--- config.mk ---
export PLATFORM = sky130hd
export DESIGN_NAME = cache_fill_ctrl
export DESIGN_NICKNAME = d
export VERILOG_FILES = /design/src/rtl/cache_fill_ctrl_pkg.sv /design/src/rtl/fill_addr_gen.sv /design/src/rtl/cache_fill_ctrl.sv
export SDC_FILE = /design/constraint.sdc
export NUM_CORES = 1
export LEC_CHECK = 0
export BUFFER_PORTS_ARGS = -buffer_cell sky130_fd_sc_hd__buf_2
export CORE_UTILIZATION = 30
export CTS_BUF_LIST = sky130_fd_sc_hd__clkbuf_16
export CTS_CLUSTER_SIZE = 10
export DETAILED_ROUTE_END_ITERATION = 10
export SLEW_MARGIN = 15
export SYNTH_ARGS = -nofsm -noshare
export SYNTH_HDL_FRONTEND = slang
export SYNTH_HIERARCHICAL = 1
export SYNTH_SLANG_ARGS = --single-unit
--- constraint.sdc ---
create_clock -name clk -period 6.7 [get_ports clk]
set_input_delay 1.34 -clock clk [delete_from_list [all_inputs] [get_ports clk]]
set_output_delay 1.34 -clock clk [all_outputs]
set_load 0.02 [all_outputs]
--- src/rtl/cache_fill_ctrl_pkg.sv ---
// Shared state encoding and geometry helpers for the cache miss fill controller.
// The constants below describe the default 16-bit / 2-byte / 8-word geometry.
package cache_fill_ctrl_pkg;

  typedef enum logic [1:0] {
    IDLE,
    EVICT,
    FILL,
    DONE
  } fill_state_t;

  // Counter width that holds both the block size and the in-flight limit.
  function automatic int unsigned cnt_width(input int unsigned block_words,
                                            input int unsigned max_outstanding);
    int unsigned top;
    top = (block_words > max_outstanding) ? block_words : max_outstanding;
    return $clog2(top + 1);
  endfunction

  localparam int unsigned DEF_WORD_BYTES      = 2;
  localparam int unsigned DEF_BLOCK_WORDS     = 8;
  localparam int unsigned DEF_MAX_OUTSTANDING = 4;

  localparam int unsigned OFF_W = $clog2(DEF_WORD_BYTES * DEF_BLOCK_WORDS);
  localparam int unsigned IDX_W = $clog2(DEF_BLOCK_WORDS);
  localparam int unsigned CNT_W = cnt_width(DEF_BLOCK_WORDS, DEF_MAX_OUTSTANDING);

endpackage

--- src/rtl/fill_addr_gen.sv ---
// Forms base | (idx mod BLOCK_WORDS) * WORD_BYTES; idx is already IDX-wide, so
// the modulo is the natural truncation of the index.
module fill_addr_gen
  import cache_fill_ctrl_pkg::*;
#(
  parameter int unsigned AW          = 16,
  parameter int unsigned WORD_BYTES  = 2,
  parameter int unsigned BLOCK_WORDS = 8,
  localparam int unsigned IW         = $clog2(BLOCK_WORDS)
) (
  input  logic [AW-1:0] base,
  input  logic [IW-1:0] idx,
  output logic [AW-1:0] addr
);

  localparam int unsigned BSH = $clog2(WORD_BYTES);

  always_comb begin
    addr = base | (AW'(idx) << BSH);
  end

endmodule

--- src/rtl/cache_fill_ctrl.sv ---
// Cache miss controller: optional dirty-victim write-back, pipelined block fill
// (optionally critical-word-first with wrap), then a single tag-commit cycle.
module cache_fill_ctrl
  import cache_fill_ctrl_pkg::*;
#(
  parameter int unsigned ADDR_W          = 16,
  parameter int unsigned WORD_BYTES      = 2,
  parameter int unsigned BLOCK_WORDS     = 8,
  parameter int unsigned MAX_OUTSTANDING = 4,
  parameter int unsigned CRIT_FIRST      = 1,
  localparam int unsigned OW             = $clog2(WORD_BYTES * BLOCK_WORDS)
) (
  input  logic              clk,
  input  logic              rst,
  input  logic              miss_detected,
  input  logic [ADDR_W-1:0] miss_address,
  input  logic              victim_dirty,
  input  logic [ADDR_W-1:0] victim_address,
  input  logic              memory_ready,
  input  logic              memory_data_valid,
  output logic              fsm_busy,
  output logic [OW-1:0]     fsm_offset,
  output logic              read_data_array,
  output logic              write_data_array,
  output logic              write_tag_array,
  output logic [ADDR_W-1:0] memory_address,
  output logic              memory_read_req,
  output logic              memory_write_req,
  output logic              finished
);

  localparam int unsigned BSH = $clog2(WORD_BYTES);
  localparam int unsigned IW  = $clog2(BLOCK_WORDS);
  localparam int unsigned CW  = cnt_width(BLOCK_WORDS, MAX_OUTSTANDING);

  localparam logic [ADDR_W-1:0] OFF_MASK = ADDR_W'((1 << OW) - 1);
  localparam logic [CW-1:0]     BW_C     = CW'(BLOCK_WORDS);
  localparam logic [CW-1:0]     MO_C     = CW'(MAX_OUTSTANDING);
  localparam logic [IW-1:0]     LAST_IDX = IW'(BLOCK_WORDS - 1);

  fill_state_t       state;
  logic [ADDR_W-1:0] fill_base;
  logic [ADDR_W-1:0] victim_base;
  logic [IW-1:0]     start_idx;
  logic [IW-1:0]     wb_idx;
  logic [CW-1:0]     issued;
  logic [CW-1:0]     received;
  logic [CW-1:0]     outstanding;

  logic              rd_req;
  logic              rd_acc;
  logic              wb_acc;
  logic              rx;
  logic [IW-1:0]     rd_idx;
  logic [IW-1:0]     rx_idx;
  logic [IW-1:0]     off_idx;
  logic [ADDR_W-1:0] rd_addr;
  logic [ADDR_W-1:0] wb_addr;
  logic [OW-1:0]     off_val;

  // Responses only count while something is in flight, so stale data after an
  // abort or a spurious strobe can never reach the data array.
  always_comb begin
    rd_req  = (state == FILL) && (issued < BW_C) && (outstanding < MO_C);
    rd_acc  = rd_req && memory_ready;
    wb_acc  = (state == EVICT) && memory_ready;
    rx      = (state == FILL) && memory_data_valid && (outstanding != '0);
    rd_idx  = start_idx + issued[IW-1:0];
    rx_idx  = start_idx + received[IW-1:0];
    off_idx = (state == EVICT) ? wb_idx : rx_idx;
  end

  fill_addr_gen #(
    .AW          (ADDR_W),
    .WORD_BYTES  (WORD_BYTES),
    .BLOCK_WORDS (BLOCK_WORDS)
  ) u_rd_addr (
    .base (fill_base),
    .idx  (rd_idx),
    .addr (rd_addr)
  );

  fill_addr_gen #(
    .AW          (ADDR_W),
    .WORD_BYTES  (WORD_BYTES),
    .BLOCK_WORDS (BLOCK_WORDS)
  ) u_wb_addr (
    .base (victim_base),
    .idx  (wb_idx),
    .addr (wb_addr)
  );

  fill_addr_gen #(
    .AW          (OW),
    .WORD_BYTES  (WORD_BYTES),
    .BLOCK_WORDS (BLOCK_WORDS)
  ) u_offset (
    .base ('0),
    .idx  (off_idx),
    .addr (off_val)
  );

  always_comb begin
    fsm_busy         = (state != IDLE);
    read_data_array  = (state == EVICT);
    memory_write_req = (state == EVICT);
    memory_read_req  = rd_req;
    write_data_array = rx;
    write_tag_array  = (state == DONE);
    finished         = (state == DONE);
    memory_address   = '0;
    if (state == EVICT) begin
      memory_address = wb_addr;
    end else if (rd_req) begin
      memory_address = rd_addr;
    end
    fsm_offset = ((state == EVICT) || rx) ? off_val : '0;
  end

  always_ff @(posedge clk or negedge rst) begin
    if (!rst) begin
      state       <= IDLE;
      fill_base   <= '0;
      victim_base <= '0;
      start_idx   <= '0;
      wb_idx      <= '0;
      issued      <= '0;
      received    <= '0;
      outstanding <= '0;
    end else begin
      case (state)
        IDLE: begin
          if (miss_detected) begin
            fill_base   <= miss_address & ~OFF_MASK;
            victim_base <= victim_address & ~OFF_MASK;
            start_idx   <= (CRIT_FIRST != 0) ? miss_address[BSH +: IW] : '0;
            wb_idx      <= '0;
            issued      <= '0;
            received    <= '0;
            outstanding <= '0;
            state       <= victim_dirty ? EVICT : FILL;
          end
        end
        EVICT: begin
          if (wb_acc) begin
            wb_idx <= wb_idx + 1'b1;
            if (wb_idx == LAST_IDX) begin
              state <= FILL;
            end
          end
        end
        FILL: begin
          if (rd_acc) begin
            issued <= issued + 1'b1;
          end
          if (rx) begin
            received <= received + 1'b1;
          end
          outstanding <= outstanding + CW'(rd_acc) - CW'(rx);
          if (rx && (received == BW_C - 1'b1)) begin
            state <= DONE;
          end
        end
        DONE: begin
          state <= IDLE;
        end
        default: begin
          state <= IDLE;
        end
      endcase
    end
  end

endmodule

Yosys cells after proc, flatten, opt, wreduce, memory -nomap -nowiden
Cells that the tools add are included.

word-level totals
  register bits = 44
  output and inout bits = 27
  word-level logic and storage cells = 68

cells by class
  add/sub/neg operators = 7
  $lt $le $gt $ge = 2
  eq/ne operators = 11
  mux-type cells = 19
  bitwise logic cells = 2
  reduce and logical (&&, ||, !) cells = 19

operator list
  kind                 number
  $mux 16              2
  $or 16x4->16         2
  $pmux 4 s2           3
  $mux 4               4
  $mux 2               5
  $mux 3               3
  $reduce_and 3->1     3
  $add 4x1->4 const B  2
  $pmux 2 s4           1
  $logic_and 1x1->1    7
  $add 3x3->3          2
  $ne 2x1->1 const B   3
  $ne 2x2->1 const B   3
  $pmux 3 s2           1
  $reduce_bool 2->1    3
  $add 4x1->4          1
  $eq 2x2->1 const B   2
  $eq 4x3->1 const B   1
  $lt 4x3->1 const B   1
  $lt 4x4->1 const B   1
  $reduce_and 2->1     2
  $reduce_and 4->1     1
  $reduce_bool 4->1    1
  $sub 4x1->4          1
  5 further kinds      5

Logic depth before layout (Yosys ltp)
  word-level depth = 7
  gate-level depth with buffers = 12

By module
The synthesis kept the hierarchy.

modules (own cells, without submodules)
  module                         instances  cells an instance  area each (um^2)
  cache_fill_ctrl                1          268                2633.8
  fill_addr_gen (u_rd_addr ...)  2          16                 116.4
  fill_addr_gen (u_offset)       1          4                  26.3

Least setup slack after synthesis
No wires, ideal clock.

  path kind = input -> output
  start point = input memory_data_valid
  end point = output fsm_offset[1]
  arrival time = 2.071 ns
  required time = 5.360 ns
  slack = 3.289 ns
  stages = 3
  path through = and3_1 -> nor2_2 -> nor2b_1

on the way
  word-level cells in the longest chain between the ends = 4

RTL lines
  element                         RTL line                text
  start, declared                 cache_fill_ctrl.sv:20   input logic memory_data_valid,
  $logic_and 1x1->1 (2 in a row)  cache_fill_ctrl.sv:67   rx = (state == FILL) && memory_data_valid && (outstanding != '0);
  $logic_or 1x1->1                cache_fill_ctrl.sv:117  fsm_offset = ((state == EVICT) || rx) ? off_val : '0;
  $mux 4                          cache_fill_ctrl.sv:117
  end, declared                   cache_fill_ctrl.sv:22   output logic [OW-1:0] fsm_offset,

No other way between the ends.

Worst setup path after layout
  start point = register state[0]
  end point = output memory_address[1]

on the way
  word-level cells in the longest chain between the ends = 5
  elaborated cells between the ends (all ways) = 6
  those cells by class = eq/ne (2); mux (2); reduce/logical (2)

RTL lines
  element                         RTL line                text
  start, declared                 cache_fill_ctrl.sv:41   fill_state_t state;
  start signal, assigned          cache_fill_ctrl.sv:141  state <= victim_dirty ? EVICT : FILL;
  $eq 2x2->1                      cache_fill_ctrl.sv:64   rd_req = (state == FILL) && (issued < BW_C) && (outstanding < MO_C);
  $logic_and 1x1->1 (2 in a row)  cache_fill_ctrl.sv:64
  $mux 16                         cache_fill_ctrl.sv:114  end else if (rd_req) begin
  $mux 16 *                       cache_fill_ctrl.sv:112  if (state == EVICT) begin
  end, declared                   cache_fill_ctrl.sv:26   output logic [ADDR_W-1:0] memory_address,

Every way passes the cells marked *; elsewhere a longest branch is shown, timed or not.

==> results_tabular.tex <==
\begin{tabular}{lr}
\hline
Metric & Value \\
\hline
\multicolumn{2}{l}{\textbf{Synth}} \\
Sequential area share after synthesis & between 30\% and 40\% \\
Main flop type after synthesis & dfrtp\_1 \\
Synth Cell Area & 2890 µm² \\
Number of synthesized flops with an enable pin & 0 \\
Syn. warnings & 6 \\
Synthesized netlist cell count & 304 \\
Library cell with the largest summed area after synthesis & dfrtp\_1 \\
Top area cells in the synthesized netlist & dfrtp\_1 38\%, mux2\_2 11\%, buf\_4 7.5\% \\
Area share of the leading cell type in the synthesized netlist & 38.1\% \\
Count of unique library cells instantiated by Yosys & 41 \\
Register bit total from synthesis & 44 \\
Async set or reset register ratio after synthesis & 100\% \\
Mapped Avg Cell Area & 9.52 µm² \\
\multicolumn{2}{l}{\textbf{Pwr}} \\
Fraction of power consumed by the clock network & between 10\% and 20\% \\
Net switching power of the design & around 650 µW \\
Internal power component & 886 µW \\
Worst voltage drop across the vdd grid & 0.000139 V \\
Switching Fraction & 42.2\% \\
Sequential power share & 29.3\% \\
Leak & between 1.5 and 2 nW \\
Combinational group share of total power & 52.4\% \\
PD cells & approximately 470 nW/µm² \\
\multicolumn{2}{l}{\textbf{Layout}} \\
Ratio of cells with drive above 1 in the final layout & 29.1\% \\
Most frequent cells in the layout & 57 x buf\_2, 44 x dfrtp\_1, 41 x nand2\_1 \\
Final net count & 396 \\
Antenna diode count & 0 \\
Most common cell after layout, fill and taps aside & buf\_2 \\
P\&R area growth vs syn & 13.5\% \\
\multicolumn{2}{l}{\textbf{Setup path}} \\
Depth of the critical timing path with buffers and inverters included & 7 \\
Worst-case register-to-register setup slack & 3.98 ns \\
Critical Path Slowest Stage Cell & and3b\_1 \\
Startpoint of the worst setup timing path & state[0]\$\_DFFE\_PN0P\_ \\
R2R Path Start & outstanding[2]\$\_DFFE\_PN0P\_ \\
WS Path Type & reg2out \\
End of the worst register-to-register path & outstanding[1]\$\_DFFE\_PN0P\_ \\
Largest delay contributor family on the critical path & simple AND/OR/NAND/NOR gates \\
Startpoint kind of the worst setup timing path & flop \\
Ordered cell list for the critical path & inv\_1 -> ha\_1 -> buf\_4 -> and3b\_1 -> nand2\_1 -> o21ai\_0 -> buf\_2 \\
Capturing element type of the critical path & primary output \\
Data arrival time of the critical path & 2.45 ns \\
Crit path capture & memory\_address[1] \\
Critical-path maximum fanout & 27 \\
Delay contributed by the slowest stage of the critical path & 0.68 ns \\
Worst endpoint required time & 5.36 ns \\
Combined buffer and inverter count along the critical path & 3 \\
R2r worst-path depth & 9 \\
\multicolumn{2}{l}{\textbf{GRT}} \\
Total gr overflow & 0 \\
Via count of the first global-routing pass & 1947 \\
Pin count of the biggest net entering global routing & 45 \\
Global-route wire length before repair & 9.72 mm \\
Overall track demand over capacity in global routing & 12.2\% \\
Antenna violations before repair & 0 \\
\multicolumn{2}{l}{\textbf{STA}} \\
Setup\_tns & 0 ns \\
PnR worst setup slack & between 2 and 3 ns \\
Min cycle time layout & 3.79 ns \\
Slew at the pin closest to its max-slew limit & 1.01 ns \\
Final cycle utilization of the critical path & about 57\% \\
Endpoints failing setup & 0 \\
RSZ-0062 raised after global routing & no \\
Final setup skew & 0.00266 ns \\
Final hold violations & 0 \\
Headroom to the max-slew limit & 32.3\% \\
Upper clock frequency limit & 264 MHz \\
Fin. max-slew vios & 0 \\
\multicolumn{2}{l}{\textbf{Drt}} \\
Via-to-Cell Ratio & 4.38 \\
Iteration-0 DRC count of the detailed router & between 60 and 70 \\
Wire length the detailed router placed on met1 & 2.70 mm \\
DRC errors left & 0 \\
Antenna Violating Nets Remaining & 0 \\
Detailed Routing Iterations Pass 1 & 4 \\
Wire per inst & 12.5 µm \\
Met3 layer wire length in the routed design & 198 µm \\
Top layer used by detailed routing & met4 \\
Total Routed Length & 5.88 mm \\
Met2 routed WL & 2.93 mm \\
Detailed-route via count & 2052 \\
\multicolumn{2}{l}{\textbf{Floorplanning}} \\
Die extent in x & 100 µm \\
Io pins & 65 \\
Die area & between 10000 and 15000 µm² \\
Placeable Area & 9280 µm² \\
Chip Height & 100 µm \\
Initial Util & between 30\% and 40\% \\
Number of rows created at floorplan & 35 \\
\multicolumn{2}{l}{\textbf{Min path}} \\
Worst hold path depth & 2 \\
Class of the tightest hold or removal check & reg2reg \\
Source of the worst hold timing path & outstanding[3]\$\_DFFE\_PN0P\_ \\
\multicolumn{2}{l}{\textbf{Run}} \\
Max\_cap viols & 0 \\
\multicolumn{2}{l}{\textbf{Placement}} \\
Half-perimeter wire length after placement & 4.31 mm \\
Post-placement setup slack & approximately 3.2 ns \\
Placer Congestion & 0.756 \\
Number of port buffers & 57 \\
\multicolumn{2}{l}{\textbf{Clock tree}} \\
Register clock-pin slew on the reported worst setup and hold paths & around 0.06 ns \\
Quantity of hold-fixing buffers added after cts & 0 \\
Clock sinks & 44 \\
Post-CTS sizing & 0 \\
Clock tree from TritonCTS & done \\
Post CTS Setup Buffer Count & 0 \\
H-tree depth & 2 \\
Latest clock arrival within the worst-skew pair & about 0.28 ns \\
Clock buffers created by TritonCTS & 5 \\
Root cell of the clock tree & clkbuf\_16 \\
Maximum clock path buffer count & 2 \\
\multicolumn{2}{l}{\textbf{Outcome}} \\
Result of the run & finished, final reports clean \\
\hline
\end{tabular}
==> worst min path at each step <==
stage	end	slack [ns]
after floorplan	outstanding[2]$_DFFE_PN0P_	0.45
after global placement	outstanding[2]$_DFFE_PN0P_	0.47
after detailed placement	outstanding[3]$_DFFE_PN0P_	0.47
after CTS	outstanding[3]$_DFFE_PN0P_	0.49
after global routing	outstanding[2]$_DFFE_PN0P_	0.51
final	outstanding[3]$_DFFE_PN0P_	0.48
==> kinds of logic (layout without fill, tap and decap cells) <==
logic type / count (synthesis) / count (layout) / synth area share [%]
muxes: 35 / 35 / 13.5
xor gates and xnor gates: 6 / 6 / 1.82
adders and majority gates: 19 / 19 / 9.00
and+or+nand+nor: 90 / 90 / 15.0
AOI/OAI and AO/OA: 49 / 49 / 10.3
buffers and inverters: 60 / 85 / 12.2
DFF: 44 / 44 / 38.1
other: 1 / 12 / 0.130
==> synthesized netlist by cell type, types with 2 or more instances <==
library cell,instances
and3b_1,2
nor2_1,7
inv_1,17
clkbuf_1,4
nand2_1,41
fa_1,3
a21oi_1,5
dfrtp_1,44
nand4_1,2
a32o_1,2
mux2i_1,5
nor3_1,3
or2_1,9
xor2_1,2
nor2b_1,5
and3_1,2
a22o_1,4
o21ai_0,26
buf_2,8
mux2_2,29
nand2b_1,4
nand3_1,11
a21o_1,3
ha_1,16
buf_4,29
o22ai_1,3
xnor2_1,4
==> worst register-to-register path, stage by stage, from the launching register on <==
cell and delay [ns]:
dfrtp_1 0.37, inv_1 0.08, ha_1 0.19, or3b_1 0.44, and3_1 0.30, ha_1 0.31
inv_1 0.04, ha_1 0.20, fa_1 0.43, a32o_1 0.25
==> through the flow <==
stage	std cells	util, %	area [µm²]	total power [mW]	hold WS (ns)
3_3_place_gp	461	33.6	3120	1.25	0.470
6_report	469	35.4	3280	1.53	0.485
2_1_floorplan	315	-	2930	1.17	0.450
3_5_place_dp	461	33.6	3120	1.27	0.474
4_1_cts	469	35.4	3280	1.56	0.488
5_1_grt	469	35.4	3280	1.67	0.507
==> final cells by class <==
type                            instances  area, µm²
Sequential cell                        44       1100
Clock buffer                            5        125
Tap cell                              129        161
Inverter                               17       63.8
Clock inverter                          3       42.5
Fill cell                             951       6000
Multi-Input combinational cell        211       1480
Timing Repair Buffer                   60        308
==> flip-flops by register name (all words and copies together), names as in the netlist <==
| name | flops |
|---|---|
| fill_base | 12 |
| issued | 4 |
| outstanding | 4 |
| received | 4 |
| start_idx | 3 |
| state | 2 |
| victim_base | 12 |
| wb_idx | 3 |
==> power by group through the flow <==
stage,combinational (mW),clock [mW],sequential (mW)
after floorplan,0.733,0,0.433
after global placement,0.799,0,0.448
after detailed placement,0.816,0,0.455
after CTS,0.819,0.288,0.450
after global routing,0.904,0.300,0.464
final,0.804,0.280,0.450
==> per-layer routing <==
layer	up-vias	track usage (%)
met5	-	0
met4	0	3.34
met3	5	2.09
met2	30	20.7
met1	960	16.1
li1	1057	-
Power figures use the tool's default switching activity.
